File: src/rtl/data_proc_frame_seq_if.sv
// data_proc_frame_seq_if: source/destination byte buffer ports and data_proc pixel/register ports.
interface data_proc_frame_seq_if #(parameter int ADDR_W = 12);
    logic              src_rd;
    logic [ADDR_W-1:0] src_addr;
    logic [7:0]        src_rdata;
    logic              dst_we;
    logic [ADDR_W-1:0] dst_addr;
    logic [7:0]        dst_wdata;
    logic [7:0]        dp_pixel_in;
    logic              dp_valid_in;
    logic              dp_ready_in;
    logic [7:0]        dp_pixel_out;
    logic              dp_valid_out;
    logic              dp_write_reg;
    logic [7:0]        dp_address;
    logic [71:0]       dp_data_in;
    modport master (
        output src_rd, src_addr, dst_we, dst_addr, dst_wdata,
        output dp_pixel_in, dp_valid_in, dp_write_reg, dp_address, dp_data_in,
        input  src_rdata, dp_ready_in, dp_pixel_out, dp_valid_out
    );
    modport slave (
        input  src_rd, src_addr, dst_we, dst_addr, dst_wdata,
        input  dp_pixel_in, dp_valid_in, dp_write_reg, dp_address, dp_data_in,
        output src_rdata, dp_ready_in, dp_pixel_out, dp_valid_out
    );
endinterface

File: src/rtl/data_proc_frame_seq.sv
// data_proc_frame_seq: configures data_proc, streams a frame through it and stores the results.
// Optional cycle_count output enabled by DATA_PROC_FRAME_SEQ_CYCLE_CNT_EN.
module data_proc_frame_seq #(
    parameter int ADDR_W    = 12,
    parameter int TIMEOUT_W = 16
) (
    input  logic              clk,
    input  logic              resetn,
    input  logic              start,
    input  logic [ADDR_W-1:0] frame_len,
    input  logic [1:0]        mode,
    input  logic [71:0]       kernel,
    output logic              busy,
    output logic              done,
    output logic              timeout_err,
`ifdef DATA_PROC_FRAME_SEQ_CYCLE_CNT_EN
    output logic [31:0]       cycle_count,
`endif
    data_proc_frame_seq_if.master bus
);
    typedef enum logic [2:0] {IDLE, CFG_MODE, CFG_KERN, STREAM, DRAIN, FIN} state_t;
    state_t                state;
    logic [ADDR_W-1:0]     len, issue_cnt, in_cnt, out_cnt;
    logic [71:0]           kern_r;
    logic                  inflight, hold_vld;
    logic [7:0]            hold_data;
    logic [TIMEOUT_W-1:0]  wd;
    logic                  accept, fetch, capture, pix_vld;
    always_comb begin
        pix_vld          = state == STREAM && hold_vld;
        accept           = pix_vld && bus.dp_ready_in;
        fetch            = state == STREAM && issue_cnt < len && !inflight && (!hold_vld || accept);
        capture          = (state == STREAM || state == DRAIN) && bus.dp_valid_out && out_cnt < len;
        bus.src_rd       = fetch;
        bus.src_addr     = fetch ? issue_cnt : '0;
        bus.dp_valid_in  = pix_vld;
        bus.dp_pixel_in  = pix_vld ? hold_data : '0;
        bus.dst_we       = capture;
        bus.dst_addr     = capture ? out_cnt : '0;
        bus.dst_wdata    = capture ? bus.dp_pixel_out : '0;
    end
    always_ff @(posedge clk or negedge resetn) begin
        if (!resetn) begin
            state            <= IDLE;
            len              <= '0;
            issue_cnt        <= '0;
            in_cnt           <= '0;
            out_cnt          <= '0;
            kern_r           <= '0;
            inflight         <= 1'b0;
            hold_vld         <= 1'b0;
            hold_data        <= '0;
            wd               <= '0;
            busy             <= 1'b0;
            done             <= 1'b0;
            timeout_err      <= 1'b0;
            bus.dp_write_reg <= 1'b0;
            bus.dp_address   <= '0;
            bus.dp_data_in   <= '0;
        end else begin
            done             <= 1'b0;
            bus.dp_write_reg <= 1'b0;
            bus.dp_address   <= '0;
            bus.dp_data_in   <= '0;
            inflight         <= fetch;
            if (fetch) issue_cnt <= issue_cnt + 1'b1;
            if (accept) in_cnt <= in_cnt + 1'b1;
            if (capture) out_cnt <= out_cnt + 1'b1;
            // a returning read always lands in an empty or just-drained holding register
            if (inflight) begin
                hold_data <= bus.src_rdata;
                hold_vld  <= 1'b1;
            end else if (accept) begin
                hold_vld  <= 1'b0;
            end
            case (state)
                IDLE: if (start) begin
                    len              <= frame_len;
                    kern_r           <= kernel;
                    timeout_err      <= 1'b0;
                    busy             <= 1'b1;
                    issue_cnt        <= '0;
                    in_cnt           <= '0;
                    out_cnt          <= '0;
                    bus.dp_write_reg <= 1'b1;
                    bus.dp_data_in   <= {70'b0, mode};
                    state            <= CFG_MODE;
                end
                CFG_MODE: begin
                    bus.dp_write_reg <= 1'b1;
                    bus.dp_address   <= 8'h04;
                    bus.dp_data_in   <= kern_r;
                    state            <= CFG_KERN;
                end
                CFG_KERN: begin
                    done  <= len == '0;
                    state <= len == '0 ? FIN : STREAM;
                end
                STREAM: if (in_cnt == len) begin
                    wd    <= '0;
                    state <= DRAIN;
                end
                DRAIN: if (out_cnt == len) begin
                    done  <= 1'b1;
                    state <= FIN;
                end else if (&wd) begin
                    timeout_err <= 1'b1;
                    done        <= 1'b1;
                    state       <= FIN;
                end else begin
                    wd <= bus.dp_valid_out ? '0 : wd + 1'b1;
                end
                FIN: begin
                    busy  <= 1'b0;
                    state <= IDLE;
                end
                default: state <= IDLE;
            endcase
        end
    end
`ifdef DATA_PROC_FRAME_SEQ_CYCLE_CNT_EN
    always_ff @(posedge clk or negedge resetn) begin
        if (!resetn) cycle_count <= '0;
        else if (state == IDLE && start) cycle_count <= '0;
        else if (busy && !(&cycle_count)) cycle_count <= cycle_count + 1'b1;
    end
`endif
endmodule

File: src/flat_wrapper.sv
// flat-port wrapper written by rule: the top's interface ports become plain ports
module data_proc_frame_seq_flat 
#(
    parameter int ADDR_W    = 12,
    parameter int TIMEOUT_W = 16
)
  (clk, resetn, start, frame_len, mode, kernel, busy, done, timeout_err, bus_src_rd, bus_src_addr, bus_dst_we, bus_dst_addr, bus_dst_wdata, bus_dp_pixel_in, bus_dp_valid_in, bus_dp_write_reg, bus_dp_address, bus_dp_data_in, bus_src_rdata, bus_dp_ready_in, bus_dp_pixel_out, bus_dp_valid_out);
  data_proc_frame_seq_if #(.ADDR_W(ADDR_W)) bus_i ();
  input  logic clk;
  input  logic resetn;
  input  logic start;
  input  logic [ADDR_W-1:0] frame_len;
  input  logic [1:0] mode;
  input  logic [71:0] kernel;
  output logic busy;
  output logic done;
  output logic timeout_err;
  output wire logic [$bits(bus_i.src_rd)-1:0] bus_src_rd;
  output wire logic [$bits(bus_i.src_addr)-1:0] bus_src_addr;
  output wire logic [$bits(bus_i.dst_we)-1:0] bus_dst_we;
  output wire logic [$bits(bus_i.dst_addr)-1:0] bus_dst_addr;
  output wire logic [$bits(bus_i.dst_wdata)-1:0] bus_dst_wdata;
  output wire logic [$bits(bus_i.dp_pixel_in)-1:0] bus_dp_pixel_in;
  output wire logic [$bits(bus_i.dp_valid_in)-1:0] bus_dp_valid_in;
  output wire logic [$bits(bus_i.dp_write_reg)-1:0] bus_dp_write_reg;
  output wire logic [$bits(bus_i.dp_address)-1:0] bus_dp_address;
  output wire logic [$bits(bus_i.dp_data_in)-1:0] bus_dp_data_in;
  input wire logic [$bits(bus_i.src_rdata)-1:0] bus_src_rdata;
  input wire logic [$bits(bus_i.dp_ready_in)-1:0] bus_dp_ready_in;
  input wire logic [$bits(bus_i.dp_pixel_out)-1:0] bus_dp_pixel_out;
  input wire logic [$bits(bus_i.dp_valid_out)-1:0] bus_dp_valid_out;
  assign bus_src_rd = bus_i.src_rd;
  assign bus_src_addr = bus_i.src_addr;
  assign bus_dst_we = bus_i.dst_we;
  assign bus_dst_addr = bus_i.dst_addr;
  assign bus_dst_wdata = bus_i.dst_wdata;
  assign bus_dp_pixel_in = bus_i.dp_pixel_in;
  assign bus_dp_valid_in = bus_i.dp_valid_in;
  assign bus_dp_write_reg = bus_i.dp_write_reg;
  assign bus_dp_address = bus_i.dp_address;
  assign bus_dp_data_in = bus_i.dp_data_in;
  assign bus_i.src_rdata = bus_src_rdata;
  assign bus_i.dp_ready_in = bus_dp_ready_in;
  assign bus_i.dp_pixel_out = bus_dp_pixel_out;
  assign bus_i.dp_valid_out = bus_dp_valid_out;
  data_proc_frame_seq #(.ADDR_W(ADDR_W), .TIMEOUT_W(TIMEOUT_W)) u_core (.clk(clk), .resetn(resetn), .start(start), .frame_len(frame_len), .mode(mode), .kernel(kernel), .busy(busy), .done(done), .timeout_err(timeout_err), .bus(bus_i));
endmodule
File: config.mk
export PLATFORM = sky130hd
export DESIGN_NAME = data_proc_frame_seq_flat
export DESIGN_NICKNAME = d
export VERILOG_FILES = /design/src/rtl/data_proc_frame_seq_if.sv /design/src/rtl/data_proc_frame_seq.sv /design/src/flat_wrapper.sv
export SDC_FILE = /design/constraint.sdc
export NUM_CORES = 1
export LEC_CHECK = 0
export CORE_ASPECT_RATIO = 0.7
export CORE_MARGIN = 2
export CORE_UTILIZATION = 51
export DETAILED_ROUTE_END_ITERATION = 8
export GPL_TIMING_DRIVEN = 0
export HOLD_SLACK_MARGIN = 0.06
export PLACE_DENSITY = 0.81
export SETUP_SLACK_MARGIN = 0.3
export SLEW_MARGIN = 20
export SYNTH_ARGS = -nofsm -noshare
export SYNTH_HDL_FRONTEND = slang
export SYNTH_SLANG_ARGS = --single-unit
File: constraint.sdc
create_clock -name clk -period 2.8 [get_ports clk]
set_input_delay 0.42 -clock clk [delete_from_list [all_inputs] [get_ports clk]]
set_output_delay 0.42 -clock clk [all_outputs]
set_load 0.01 [all_outputs]
==> out/qor.log <==
[status] outcome complete, but fails checks
[status] failing checks setup timing
[timing] clk_skew 0.0124 ns
[timing] headroom to the max-slew limit 0.338
[timing] RSZ-0062 raised after global routing yes
[yosys] simple logic cell fraction of the synthesized area 0.250
[yosys] synthesized area per cell 9.80 um^2
[layout] share of post-route cells with drive strength above 1 0.189
[yosys] leading post-synthesis cells by instance count nand2_1, dfrtp_1, and3_1, and2_1, clkbuf_1
[pwr] net switching power of the design 2400 uW
[placed_design] final weighted congestion in routability-driven placement 0.900
[critical_path] nature of the critical path startpoint flip-flop
[yosys] xor-xnor portion of the synthesized cell area 0.0172
[critical_path] critical path start-end classification flip-flop to output port
[yosys] area fraction in compound gates after synthesis 0.0743
[critical_path] CP startpoint u_core.state[0]$_DFFE_PN0P_
[global_route] GRT Resource Usage Total 0.281
[timing] number of hold-slack violations in the final timing report 0
[critical_path] crit end category output port
[clocking] CTS tree done
[timing] final critical-path setup slack -0.222 ns
[critical_path] critical path arrival 2.60 ns
[global_route] total overflow reported by the global router 0
[yosys] count of flip-flops with a built-in enable after synthesis 0
[critical_path] end of the worst register-to-register path u_core.wd[13]$_DFFE_PN0P_
[hold_path] worst min-delay path class primary input to async pin
[timing] final number of setup-violating endpoints 32
[detailed_routing] number of detailed-route iterations in the first pass 5
[detailed_routing] wire length reported by the detailed router 31.5 mm
[clocking] number of buffers between clock root and the deepest sink 3
[yosys] main combinational cell family by area after synthesis simple AND/OR/NAND/NOR gates
[floorplan] number of core rows 43
[clocking] Num CTS Buffers 22
[timing] fin crit period 3.02 ns
[floorplan] vertical extent of the die 122 um
[pwr] Sw Share 0.271
[yosys] number of standard cells after synthesis 1041
[layout] nets@finish 1498
[clocking] clock sink count 226
[detailed_routing] via count 9254
[timing] share of the clock period used by the worst path after layout 1.08
[yosys] cell types with the largest area share after synthesis dfrtp_1, nand2_1, and3_1
[pwr] ratio of total power to cell area 603 nW/um^2
[layout] registers with the most flip-flops u_core.bus.dp_data_in (72), u_core.kern_r (72), u_core.wd (16)
[detailed_routing] Wirelength per Cell 19.1 um
[pwr] maximum VDD drop 331 uV
[global_route] pin count of the biggest net entering global routing 94
[yosys] Yosys top cell by area dfrtp_1
[floorplan] Total Die Area 21200 um^2
[layout] Final Util 0.744
[clocking] root cell of the clock tree clkbuf_16
[yosys] portion of synthesized cell area occupied by the leading cell type 0.554
[pwr] sequential cell fraction of total power 0.426
[critical_path] maximum fanout encountered on the critical timing path 7
[global_route] number of global-route vias before repair 8922
[layout] P&R area growth vs syn 43.6%
[critical_path] Worst R2R Setup Slack 0.37 ns
[yosys] post-synthesis cell area 10200 um^2
[yosys] post-synthesis async set-or-reset flop share 1.00
[global_route] global-route wire length before repair 47.0 mm
[clocking] number of levels in the clock H-tree 1
[layout] filler-free cell count of the finished design 1649
[floorplan] Die Width 173 um
[pwr] leakage power figure 0.00727 uW
[floorplan] top-level I/O count 234
[yosys] distinct cell type count after synthesis 53
[global_route] number of antenna violations at the first check in global routing 2
[timing] Tightest Pin Transition 0.990 ns
[critical_path] r2r worst-path depth 8
[critical_path] worst r2r src u_core.out_cnt[10]$_DFF_PN0_
[placed_design] HPWL after DPL 20.7 mm
[yosys] most instantiated library cell after synthesis nand2_1
[job] total of max-cap violations 0
[placed_design] number of port buffers 226
[floorplan] standard cell core area 19700 um^2
[clocking] clock-pin slew on the worst setup and hold paths 0.07 ns
[pwr] internal power consumption 6440 uW
[detailed_routing] DRC violation count after routing 0
[yosys] share of cell area taken by muxes after synthesis 0.0314
[timing] number of max-slew violations in the final report 0
[pwr] combinational share of power 0.213
[floorplan] starting density of the core 0.518
[yosys] portion of the post-synthesis area used by sequential elements 0.554
[yosys] most common flop cell mapped by yosys dfrtp_1
[critical_path] Critical Path End bus_dst_addr[10]
[yosys] adder-cell share of the synthesized area 0.0343
[pwr] clock network fraction of design power 0.360
[detailed_routing] number of vias per cell 5.61
[detailed_routing] antenna viol nets, final 0
[timing] Max Freq 0.331 GHz
[detailed_routing] 1st-iter DRT viols 932
[yosys] Synth Register Bits 226
[yosys] number of warnings issued by yosys 0
[clocking] clock latency on the worst-skew pair 0.51 ns
[placed_design] number of cells in the design after placement 1545
[critical_path] Worst Path Required 2.38 ns
[layout] Antenna Cells 0
## metal layers
layer  share of wire  GRT usage
met1            0.42      0.410
met2            0.46      0.441
met3           0.082     0.0474
met4           0.032     0.0747
met5         0.00041          0
## metrics by stage
step | power [uW] | cell area (um^2) | setup slack, ns | setup TNS, ns | hold slack (ns)
finish | 8840 | 14700 | -0.222 | -4.76 | 0.387
global route | 9150 | 14700 | -0.258 | -6.42 | 0.432
CTS | 8580 | 14200 | -0.174 | -2.60 | 0.400
detailed placement | 5220 | 12900 | -0.678 | -21.14 | 0.337
global placement | 5150 | 12800 | -8.07 | -1839.14 | 0.450
floorplan | 4480 | 10200 | 0.343 | 0 | 0.124
## repair_timing
action | CTS | global route
buffers inserted | 36 | 25
setup endpoints to repair | 76 | 80
gates resized for setup | 246 | 75
gates cloned | 2 | 0
endpoints found under the hold margin | 45 | 0
hold buffers | 1 | 0
pin swaps | 29 | 21
## worst max-delay path, stage by stage, from the launching register on
cell and delay (ns):
dfrtp_1 0.47, nor3b_2 0.59, o221ai_4 0.26, nor3_4 0.25, buf_8 0.17, buf_6 0.11
and2_4 0.14, buf_6 0.10
## logic make-up (layout without fill, tap and decap cells)
logic type,Yosys count,count (layout)
other,1,7
adder cells (fa/ha/maj),28,28
flip-flops,226,226
XOR/XNOR,20,20
AND/OR/NAND/NOR,529,529
AO/OA/AOI/OAI,110,110
multiplexers,31,31
buffers and inverters,96,428
## worst min path at each step
stage	startpoint	to	depth (start not counted)
2_1_floorplan	resetn	u_core.bus.dp_address[2]$_DFF_PN0_	0
6_report	resetn	u_core.bus.dp_data_in[43]$_DFF_PN0_	2
5_1_grt	resetn	u_core.bus.dp_data_in[43]$_DFF_PN0_	2
4_1_cts	resetn	u_core.bus.dp_data_in[43]$_DFF_PN0_	2
3_5_place_dp	resetn	u_core.bus.dp_data_in[43]$_DFF_PN0_	1
3_3_place_gp	u_core.kern_r[12]$_DFFE_PN0P_	u_core.kern_r[12]$_DFFE_PN0P_	2
## cell type report
class	instances	area, um^2
flip-flops and latches	226	5680
fillers	1315	5040
multi-input cells	725	4560
repair buffers	292	2850
clock buffers	34	677
well taps	270	338
plain buffers	58	307
inverters	38	143
clock inverters	6	108
## cells in the final DEF, fill, tap and decap left out, drive strengths merged, types with 3 or more instances in the layout
cell | synthesis | routed
inv | 38 | 38
clkdlybuf4s50 | 0 | 181
a2111oi | 5 | 5
or3 | 4 | 4
mux2i | 23 | 23
nor4 | 15 | 15
bufinv | 0 | 3
a211oi | 5 | 5
a22oi | 7 | 7
nand2b | 18 | 18
o21a | 6 | 6
conb | 1 | 7
nor3 | 13 | 13
a31oi | 5 | 5
and2 | 44 | 44
and3 | 81 | 81
ha | 28 | 28
a21o | 5 | 5
dfrtp | 226 | 226
clkbuf | 41 | 75
a21oi | 21 | 21
xnor2 | 18 | 18
nand3 | 16 | 16
nand4 | 23 | 23
buf | 17 | 118
nor2 | 23 | 23
o221ai | 3 | 3
nor2b | 4 | 4
clkdlybuf4s15 | 0 | 7
mux2 | 8 | 8
nand2 | 278 | 278
o21ai | 32 | 32
o211ai | 9 | 9
o22ai | 4 | 4
## power groups by stage
| stage | Combinational, uW | Clock [uW] | Sequential, uW |
|---|---|---|---|
| 6_report | 1890 | 3190 | 3770 |
| 5_1_grt | 2020 | 3340 | 3790 |
| 4_1_cts | 1660 | 3210 | 3710 |
| 3_5_place_dp | 1440 | 0 | 3780 |
| 3_3_place_gp | 1380 | 0 | 3770 |
| 2_1_floorplan | 787 | 0 | 3690 |
Power figures use the tool's default switching activity.
